$ cat config.mk
export PLATFORM = sky130hd
export DESIGN_NAME = id_ex_pipe_stage
export DESIGN_NICKNAME = d
export VERILOG_FILES = /design/src/rtl/id_ex_pkg.sv /design/src/rtl/id_ex_pipe_stage_slot.sv /design/src/rtl/id_ex_pipe_stage.sv
export SDC_FILE = /design/constraint.sdc
export NUM_CORES = 1
export LEC_CHECK = 0
export CAP_MARGIN = 10
export CORE_ASPECT_RATIO = 1.1
export CORE_UTILIZATION = 46
export CTS_BUF_LIST = sky130_fd_sc_hd__clkbuf_8
export DETAILED_ROUTE_END_ITERATION = 10
export GPL_ROUTABILITY_DRIVEN = 0
export PLACE_DENSITY_LB_ADDON = 0.12
export SLEW_MARGIN = 20
export SYNTH_ARGS = -nofsm -noshare
export SYNTH_HDL_FRONTEND = slang
export SYNTH_SLANG_ARGS = --single-unit
$ cat constraint.sdc
create_clock -name clk -period 6.3 [get_ports clk]
set_input_delay 1.26 -clock clk [delete_from_list [all_inputs] [get_ports clk]]
set_output_delay 1.26 -clock clk [all_outputs]
set_load 0.01 [all_outputs]
$ cat src/rtl/id_ex_pkg.sv
// Shared types and defaults for the ID->EX pipeline stage.
// Optional skid entry is enabled by defining ID_EX_SKID_EN.
package id_ex_pkg;

  localparam int          XLEN_D     = 32;
  localparam int          TYPE_W_D   = 5;
  localparam logic [31:0] NOP_INST_D = 32'h0000_0013;

  typedef enum logic [1:0] {
    EMPTY = 2'd0,
    FULL  = 2'd1,
    SKID  = 2'd2
  } id_ex_state_e;

  // Source select for the main entry load mux
  typedef enum logic [1:0] {
    SEL_IN     = 2'd0,
    SEL_SKID   = 2'd1,
    SEL_BUBBLE = 2'd2
  } main_sel_e;

  // 'type' is a reserved word, hence inst_type
  typedef struct packed {
    logic [XLEN_D-1:0]   inst;
    logic [XLEN_D-1:0]   op_a;
    logic [XLEN_D-1:0]   op_b;
    logic [XLEN_D-1:0]   imm;
    logic [TYPE_W_D-1:0] inst_type;
  } id_ex_payload_t;

  // Bubble payload for the default-width configuration
  function automatic id_ex_payload_t bubble_payload();
    id_ex_payload_t p;
    p           = '0;
    p.inst      = NOP_INST_D;
    return p;
  endfunction

endpackage

$ cat src/rtl/id_ex_pipe_stage_slot.sv
// id_ex_slot: payload register, async reset to the bubble value, load enable.
module id_ex_slot #(
  parameter int           W       = 8,
  parameter logic [W-1:0] RST_VAL = '0
) (
  input  logic         clk,
  input  logic         rst,
  input  logic         load,
  input  logic [W-1:0] d,
  output logic [W-1:0] q
);

  // Hold payload; reload only when the controller asks
  always_ff @(posedge clk or posedge rst) begin
    if (rst)       q <= RST_VAL;
    else if (load) q <= d;
  end

endmodule

$ cat src/rtl/id_ex_pipe_stage.sv
// id_ex_pipe_stage: ID->EX register stage with valid/ready handshake,
// synchronous flush and bubble insertion. Define ID_EX_SKID_EN for a
// second (skid) entry that makes in_ready a pure flop.
//
// state | meaning
// EMPTY | no entry, main entry holds the bubble payload
// FULL  | main entry valid
// SKID  | main and skid entries valid (skid build only)
module id_ex_pipe_stage
  import id_ex_pkg::*;
#(
  parameter int              XLEN     = XLEN_D,
  parameter int              TYPE_W   = TYPE_W_D,
  parameter logic [XLEN-1:0] NOP_INST = XLEN'(NOP_INST_D)
) (
  input  logic              clk,
  input  logic              rst,
  input  logic              flush,
  input  logic              in_valid,
  output logic              in_ready,
  input  logic [XLEN-1:0]   in_inst,
  input  logic [XLEN-1:0]   in_op_a,
  input  logic [XLEN-1:0]   in_op_b,
  input  logic [XLEN-1:0]   in_imm,
  input  logic [TYPE_W-1:0] in_type,
  output logic              out_valid,
  input  logic              out_ready,
  output logic [XLEN-1:0]   out_inst,
  output logic [XLEN-1:0]   out_op_a,
  output logic [XLEN-1:0]   out_op_b,
  output logic [XLEN-1:0]   out_imm,
  output logic [TYPE_W-1:0] out_type
);

  localparam int            PW     = 4 * XLEN + TYPE_W;
  localparam logic [PW-1:0] BUBBLE = {NOP_INST, {(3 * XLEN + TYPE_W){1'b0}}};

  id_ex_state_e  state_q, state_d;
  main_sel_e     main_sel;
  logic          main_load;
  logic          in_fire, out_fire;
  logic [PW-1:0] in_data, main_d, main_q;

  assign in_data  = {in_inst, in_op_a, in_op_b, in_imm, in_type};
  assign in_fire  = in_valid & in_ready;
  assign out_fire = out_valid & out_ready;
  assign out_valid = (state_q != EMPTY);
  assign {out_inst, out_op_a, out_op_b, out_imm, out_type} = main_q;

`ifdef ID_EX_SKID_EN
  logic          skid_load;
  logic [PW-1:0] skid_q;
`endif

  // State register
  always_ff @(posedge clk or posedge rst) begin
    if (rst) state_q <= EMPTY;
    else     state_q <= state_d;
  end

  // Next state and entry load controls; flush overrides everything
  always_comb begin
    state_d   = state_q;
    main_load = 1'b0;
    main_sel  = SEL_IN;
`ifdef ID_EX_SKID_EN
    skid_load = 1'b0;
`endif
    if (flush) begin
      state_d   = EMPTY;
      main_load = 1'b1;
      main_sel  = SEL_BUBBLE;
    end else begin
      case (state_q)
        EMPTY: begin
          if (in_fire) begin
            state_d   = FULL;
            main_load = 1'b1;
          end
        end
        FULL: begin
          if (out_fire && in_fire) begin
            main_load = 1'b1;
          end else if (out_fire) begin
            state_d   = EMPTY;
            main_load = 1'b1;
            main_sel  = SEL_BUBBLE;
          end
`ifdef ID_EX_SKID_EN
          else if (in_fire) begin
            state_d   = SKID;
            skid_load = 1'b1;
          end
`endif
        end
`ifdef ID_EX_SKID_EN
        SKID: begin
          if (out_fire) begin
            state_d   = FULL;
            main_load = 1'b1;
            main_sel  = SEL_SKID;
          end
        end
`endif
        default: state_d = EMPTY;
      endcase
    end
  end

  // Main entry source mux
  always_comb begin
    main_d = in_data;
    case (main_sel)
      SEL_BUBBLE: main_d = BUBBLE;
`ifdef ID_EX_SKID_EN
      SEL_SKID:   main_d = skid_q;
`endif
      default:    main_d = in_data;
    endcase
  end

  id_ex_slot #(.W(PW), .RST_VAL(BUBBLE)) u_main (
    .clk  (clk),
    .rst  (rst),
    .load (main_load),
    .d    (main_d),
    .q    (main_q)
  );

`ifdef ID_EX_SKID_EN
  id_ex_slot #(.W(PW), .RST_VAL(BUBBLE)) u_skid (
    .clk  (clk),
    .rst  (rst),
    .load (skid_load),
    .d    (in_data),
    .q    (skid_q)
  );

  // Registered ready: low exactly while both entries are occupied
  always_ff @(posedge clk or posedge rst) begin
    if (rst) in_ready <= 1'b1;
    else     in_ready <= (state_d != SKID);
  end
`else
  assign in_ready = out_ready | ~out_valid;
`endif

endmodule

==> out/qor.csv <==
stage,metric,value,unit
placement,dpl ws,2.27,ns
logic_synthesis,Synth Area per Inst,12.0,um^2
power_and_ir_drop,internal power,1.60,mW
global_routing,total grt overflow,0,
logic_synthesis,"Seq/Total Area, Yosys",0.458,
timing,Max Clock Skew,0.00664,ns
die,I/O pin count,273,
logic_synthesis,Synth area leader,dfrtp_1,
critical_path,CP endpoint kind,output port,
power_and_ir_drop,part of the power in registers,0.427,
cts,"Setup Fix Bufs, Post-CTS",0,
timing,slew of the pin with the lowest slew margin,1.08,ns
global_routing,vias in the first global route,5947,
min_path,"Endpoint, Worst Hold",u_main.q[101],
critical_path,critical path type,in2out,
timing,worst rel slew slack,0.281,
critical_path,reg2reg setup slack,3.55,ns
drt,# DRC,0,
critical_path,Worst EP required,5.04,ns
logic_synthesis,most frequent cell after synthesis,nand2b_1,
die,core area,15600,um^2
min_path,Worst Hold Class,reg2reg,
logic_synthesis,Cells after Synth,613,
power_and_ir_drop,total net switching power,0.601,mW
critical_path,reg2reg path depth,4,
cts,CTS Sinks,134,
die,Die Ht,134,um
final_layout,Final Net Count,975,
timing,Fmax,0.264,GHz
cts,cts hold-fix bufs,0,
logic_synthesis,largest cells by area after synthesis,"dfrtp_1 45%, nand2b_1 22%, o32ai_2 20%",
power_and_ir_drop,leak pwr,3.88,nW
run,MaxCap Viol Count,0,
critical_path,crit path launch type,primary input,
cts,clk root buf,clkbuf_8,
timing,unrepaired setup endpoints after global routing,no,
power_and_ir_drop,pwr dens,212,nW/um^2
drt,Vias,5734,
drt,vias per std cell,5.46,
critical_path,CP arrival,2.52,ns
critical_path,Critical Path Start,out_ready,
die,die area,16400,um^2
drt,starting DRC count in detailed routing,315,
final_layout,share of cells above drive strength 1,0.161,
critical_path,FF-to-FF End,u_main.q[44],
global_routing,largest net degree at the start of global routing,184,
run_status,outcome,completed,
drt,overall routed net length,20000,um
global_routing,first-pass GRT wire length,31100,um
power_and_ir_drop,clock power share,0.360,
critical_path,CP most frequent cell,clkdlybuf4s50_1,
cts,largest buffer count on any clock path,2,
global_routing,initial antenna violation count,0,
cts,post-cts gate resize count,0,
critical_path,slowest CP cell,clkdlybuf4s50_1,
placement,dpl hpwl,12500,um
drt,DR WL/cell,19.0,um
logic_synthesis,Post-Syn Area,7330,um^2
timing,final count of hold timing violations,0,
power_and_ir_drop,peak supply drop,0.000149,V
logic_synthesis,Synth top area share,0.447,
min_path,beginning of the worst hold path,u_main.q[101],
cts,latest clock arrival within the worst-skew pair,0.45,ns
cts,"CTS clk-pin slew, worst paths",0.08,ns
logic_synthesis,Cell variety after synth,17,
placement,PortBufs,272,
critical_path,Max stage delay on crit path,0.57,ns
cts,TritonCTS clock tree,built,
timing,setup_tns,0,ns
timing,post-route clock period utilization,0.600,
cts,H-tree Lvls,4,
timing,Slew Limit Fails,0,
global_routing,gr usage total,0.244,
logic_synthesis,Main synth FF type,dfrtp_1,
final_layout,Layout area overhead,42.0,%
final_layout,# diodes,0,
power_and_ir_drop,Switching Share,0.273,
cts,CTS buffer count,17,
timing,Final Worst Setup Slack,2.52,ns
power_and_ir_drop,Comb pwr share,0.212,
logic_synthesis,synthesized flop and latch total,134,
final_layout,utilization after layout,0.666,
drt,First-pass DRT Iterations,4,
logic_synthesis,Syn Nets,751,
logic_synthesis,most instantiated cells after synthesis,"260 x nand2b_1, 131 x dfrtp_1, 90 x o32ai_2",
min_path,Hold Crit Depth,2,
timing,Final min period,3.78,ns
logic_synthesis,"FFs w/ async S/R, synth",1.00,
logic_synthesis,Post-synth EDFFs,0,
die,Std-Cell Rows,48,
critical_path,reg2reg start,state_q[0],
critical_path,worst-path cell chain,clkdlybuf4s50_1 > nor2b_4 > inv_2 > clkdlybuf4s50_1,
critical_path,crit-path max FO,5,
die,starting density of the core,0.469,
timing,"Setup violations, final",0,
die,Die Wd,122,um
logic_synthesis,"Warnings, synthesis",0,
drt,ANT nets after route,0,
power by group through the flow:
stage	logic (mW)	clock network, mW	registers [mW]
after floorplan	0.222	0	0.977
after global placement	0.458	0	0.954
after detailed placement	0.468	0	0.956
after CTS	0.470	0.811	0.941
after global routing	0.499	0.852	0.947
final	0.468	0.793	0.941
critical path, delay by kind of cell:
kind / cells / cell delay (ns)
buf+inv: 3 / 1.20
simple gates: 1 / 0.06
metal layers:
layer  global-route usage  wire, um  up-vias
met3               0.0727      1550       40
met4                0.121       752        0
li1                     -         -     2634
met2                0.378      9410      223
met5                    0         0        -
met1                0.309      8290     2837
cell families after synthesis:
family,share of synthesized area
muxes,0.00342
DFF,0.458
AOI/OAI and AO/OA,0.252
and+or+nand+nor,0.226
buffers and inverters,0.0605
sequential cells by signal (all words and copies together), names as in the netlist:
signal / count
state_q: 1
u_main.q: 133
layout by cell type (no fill, tap or decap), types with 4 or more instances in the layout:
cell type          n
clkinvlp_4         6
o32ai_2           90
nor2_1             6
dfrtp_1          131
clkdlybuf4s50_1  271
nand2b_1         260
bufinv_16          4
buf_4              5
clkbuf_8          17
o32ai_1           40
worst max-delay path by stage:
stage | endpoint | cells after the start | slack, ns
floorplan | state_q[0] | 1 | 1.46
global placement | u_main.q[39] | 5 | 2.35
detailed placement | u_main.q[39] | 5 | 2.27
CTS | in_ready | 4 | 2.51
global route | in_ready | 4 | 2.48
finish | in_ready | 4 | 2.52
stage by stage:
stage                     area [um^2]  std cells  hold slack [ns]  total power [mW]
after CTS                       10400       1049            0.528              2.22
after detailed placement         9930       1017            0.515              1.42
after global placement           9930       1017            0.504              1.41
after global routing            10400       1050            0.548              2.30
after floorplan                  7330        613            0.519              1.20
final                           10400       1050            0.529              2.20
area by class of cell:
type	instances	area, um^2
Multi-Input combinational cell	403	3540
Tap cell	200	250
Timing Repair Buffer	278	2790
Sequential cell	134	3360
Inverter	3	21.3
Clock buffer	17	234
Fill cell	1247	5210
Clock inverter	15	205
Power figures use the tool's default switching activity.
==> variant 1: new RTL, config.mk and constraints unchanged <==
The 3 states of `id_ex_state_e` get a one-hot encoding in 3 bits.
--- a/src/rtl/id_ex_pkg.sv
+++ b/src/rtl/id_ex_pkg.sv
@@ -6,10 +6,10 @@
   localparam int          TYPE_W_D   = 5;
   localparam logic [31:0] NOP_INST_D = 32'h0000_0013;
 
-  typedef enum logic [1:0] {
-    EMPTY = 2'd0,
-    FULL  = 2'd1,
-    SKID  = 2'd2
+  typedef enum logic [2:0] {
+    EMPTY = 3'b001,
+    FULL  = 3'b010,
+    SKID  = 3'b100
   } id_ex_state_e;
 
   // Source select for the main entry load mux
Behaviour: no difference found for any inputs over 10 cycles, from zero or initial values and one cycle with rst high; not proved beyond that.
==> variant 1 against the unedited design <==
- sequential cell count is 1 higher
- first-iteration DRC count is 49% lower
- total power is 2.0% lower
- non-clock buffer count stayed put
- design area is 23% lower
- core utilization is 14 points higher
- setup slack worse by 0.045 ns
- synthesized area is 34% lower
- wire length is 29% lower
- critical path type unchanged
- critical endpoint unchanged
==> variant 1: results <==
group,metric,value,unit
critical_path,cp_top_family,"buffers and inverters",
logic_synthesis,syn_inst,319,
cts,cts_resized,0,
drt,wl_per_cell,19.1,um
drt,drt-initial-drc-count,160,
cells_and_area,largest_reg_flops,133,
cells_and_area,drive_gt1_share,7.65,%
power,p_clk_share,32.0,%
critical_path,path_max_fanout,4,
timing,relSlewSlack,42.6,%
grt,grt_max_degree,78,
critical_path,arrival,2.57,ns
run_status,status,"finished, final reports clean",
critical_path,timing.rr.start,"state_q[0]$_DFFE_PP1P_",
grt,grt_pass1_vias,3979,
cts,htree_levels,4,
logic_synthesis,synth_cell_types,18,
worst_hold_path,holdCritStartpoint,"u_main.q[101]$_DFFE_PP1P_",
place,dp_cells,709,
power,power_density,268,mW/mm2
power,leakage,3.64,nW
cts,cts.clk_slew.worst_paths,0.07,ns
drt,dr.pass1.iters,4,
critical_path,critPathMaxStageDelay,0.51,ns
power,peakVddDrop,164,uV
logic_synthesis,async_reset_ff_share,100,%
critical_path,ff2ff_setup_slack,3.87,ns
critical_path,r2r-end,"u_main.q[36]$_DFFE_PP0P_",
place,dp_hpwl,10000,um
worst_hold_path,whs_path_depth,2,
cells_and_area,antennaDiodeCount,0,
grt,gr-usage-met2,44.5,%
power,p_int,0.00159,W
logic_synthesis,synthTopCellsByArea,"dfrtp_1 68%, a22o_1 24%, dfstp_2 2.2%, buf_2 1.6%, clkbuf_1 0.93%",
grt,grt_antenna_before_repair,0,
power,p_comb,0.000472,W
logic_synthesis,synth-seq-area-share,70.2,%
logic_synthesis,synth_common_cells,"131 x dfrtp_1, 130 x a22o_1, 15 x buf_2",
cts,post_cts_buffers,0,
cts,cts-buffers-inserted,17,
grt,track_usage,26.1,%
logic_synthesis,synth_fp_nets,459,
timing,skew,0.0109,ns
cells_and_area,final_nets,728,
cells_and_area,reg.largest.list,"u_main.q (133), state_q (2)",
grt,use_met1,29.2,%
drt,vias,3901,
grt,grt_use_met3,10.6,%
grt,grt_pass1_wl,21200,um
place,portBuffers,272,
place,place_area,0.00766,mm2
logic_synthesis,yosysWarnings,0,
critical_path,reg2reg_depth,6,
cts,worstSkewPairLatency,0.44,ns
drt,drt-total-wl,14200,um
cts,cts_root_buf,"clkbuf_8",
==> variant 1: cell count changes after synthesis, sizes merged, moves of 2 or more <==
cell and change:
nand2b -258, a22o +130, o32ai -130, buf -24, clkbuf -21, inv +7
nor2 -5, a22oi +3, a32oi -3, ha +2
==> variant 1: area by class of cell <==
| type | instances | area (um2) |
|---|---|---|
| Clock buffer | 19 | 262 |
| Clock inverter | 13 | 130 |
| Fill cell | 606 | 1980 |
| Inverter | 10 | 40.0 |
| Multi-Input combinational cell | 146 | 1290 |
| Sequential cell | 135 | 3380 |
| Tap cell | 140 | 175 |
| Timing Repair Buffer | 278 | 2770 |
==> variant 1: how the worst max path moves through the flow <==
stage | start | to | slack, ns
finish | out_ready | in_ready | 2.47
detailed placement | out_ready | in_ready | 2.48
global route | out_ready | in_ready | 2.45
global placement | out_ready | in_ready | 2.48
CTS | out_ready | in_ready | 2.47
floorplan | rst | state_q[1]$_DFFE_PP0P_ | 1.44
==> variant 1: per-stage QoR <==
step / setup slack, ns / hold slack, ns
floorplan: 1.44 / 0.487
global placement: 2.48 / 0.469
detailed placement: 2.48 / 0.472
CTS: 2.47 / 0.483
global route: 2.45 / 0.513
finish: 2.47 / 0.483
==> variant 1: cell families (layout without fill, tap and decap cells) <==
family,Yosys count,after routing,synth area share (%)
AO/OA/AOI/OAI,138,138,24.9
flip-flops,135,135,70.2
buffers and inverters,38,320,3.43
AND/OR/NAND/NOR,6,6,0.960
adder cells (fa/ha/maj),2,2,0.519
==> variant 1: metal layers <==
metal	wire length, um	up-vias
met4	252	0
met5	0	-
met3	1360	18
met1	5210	1927
li1	-	1753
met2	7330	203
==> variant 2: new RTL, config.mk and constraints unchanged <==
Without the edit above. The package constant `TYPE_W_D` goes from 5 to 7.
--- a/src/rtl/id_ex_pkg.sv
+++ b/src/rtl/id_ex_pkg.sv
@@ -3,7 +3,7 @@
 package id_ex_pkg;
 
   localparam int          XLEN_D     = 32;
-  localparam int          TYPE_W_D   = 5;
+  localparam int          TYPE_W_D   = 7;
   localparam logic [31:0] NOP_INST_D = 32'h0000_0013;
 
   typedef enum logic [1:0] {
Interface: changed (resized in_type and out_type); port bits go from 273 to 277. No check against the original RTL was run, so the function may have changed too.
==> variant 2 against the unedited design <==
- clock skew up 0.0025 ns
- synthesized area is 0.48% higher
- design area shrank 0.12%
- total power is 2.5% lower
- fmax is 0.16% higher
- sequential share of layout area increased by 0.52 points
- setup slack improved by 0.0059 ns
- sequential cell count increased by 2
- via count grew 1.5%
- wire length down 0.50%
- largest cell class unchanged
==> variant 2: results <==
group,metric,value,unit
cts,worstSkewPairLatency,0.43,ns
worst_hold_path,min_to,"u_main.q[107]$_DFFE_PP1P_",
grt,use_met1,28.9,%
timing,holdWs,0.546,ns
drt,route.met2.wl,9560,um
drt,drt-total-wl,19900,um
grt,grt_max_degree,148,
drt,vias,5819,
logic_synthesis,synth_common_cells,"264 x nand2b_1, 133 x dfrtp_1, 79 x o32ai_2",
grt,gr-usage-met2,39.2,%
logic_synthesis,synth_fp_nets,761,
place,dp_slack,2.33,ns
cells_and_area,drive_gt1_share,14.4,%
grt,grt_pass1_wl,31100,um
drt,vias_per_cell,5.48,
grt,grt_use_met3,7.81,%
critical_path,ff2ff_setup_slack,3.57,ns
power,peakVddDrop,137,uV
worst_hold_path,holdCritStartpoint,"u_main.q[107]$_DFFE_PP1P_",
cells_and_area,num-fill-cells,1186,
place,place_area,0.00999,mm2
grt,track_usage,24.2,%
cells_and_area,final_nets,989,
drt,drt-initial-drc-count,335,
run_status,status,"finished, final reports clean",
critical_path,r2r-end,"u_main.q[77]$_DFFE_PP0P_",
==> variant 2: cell count changes after synthesis, moves of 4 or more <==
cell / unedited run / this run
o32ai_2: 90 / 79
nand2b_1: 260 / 264
clkbuf_1: 33 / 37
buf_6: 12 / 18
o32ai_1: 40 / 53
buf_2: 15 / 8
==> variant 2: cell families (layout without fill, tap and decap cells) <==
logic type | count (synthesis) | count (layout) | share of synthesized area, %
and+or+nand+nor | 271 | 271 | 22.8
AOI/OAI and AO/OA | 136 | 136 | 24.2
DFF | 136 | 136 | 46.3
buffers and inverters | 76 | 317 | 6.36
muxes | 2 | 2 | 0.340
==> variant 2: power by group <==
group	total [W]	internal [W]	switching, W
logic	0.000464	0.000257	0.000207
registers	0.000956	0.000925	0.0000314
clock network	0.000728	0.000399	0.000329
total	0.00215	0.00158	0.000567
==> variant 2: layout make-up <==
| type | count | area (um2) | share of cell area (%) |
|---|---|---|---|
| inverters | 3 | 18.8 | 0.181 |
| multi-input cells | 409 | 3500 | 33.7 |
| well taps | 200 | 250 | 2.41 |
| flip-flops and latches | 136 | 3410 | 32.8 |
| clock buffers | 22 | 303 | 2.91 |
| repair buffers | 282 | 2810 | 27.0 |
| clock inverters | 10 | 100 | 0.964 |
==> variant 2: worst max path at each step <==
stage,endpoint,cells past startpoint,slack [ns]
global placement,u_main.q[64]$_DFFE_PP0P_,5,2.39
global route,in_ready,4,2.48
CTS,in_ready,4,2.52
finish,in_ready,4,2.52
detailed placement,u_main.q[77]$_DFFE_PP0P_,5,2.33
floorplan,state_q[0]$_DFFE_PP0P_,1,1.41
==> variant 2: worst min-delay path, stage by stage (launching register included) <==
cell     delay [ns]
dfstp_2        0.38
nor2_1         0.10
a32oi_1        0.06
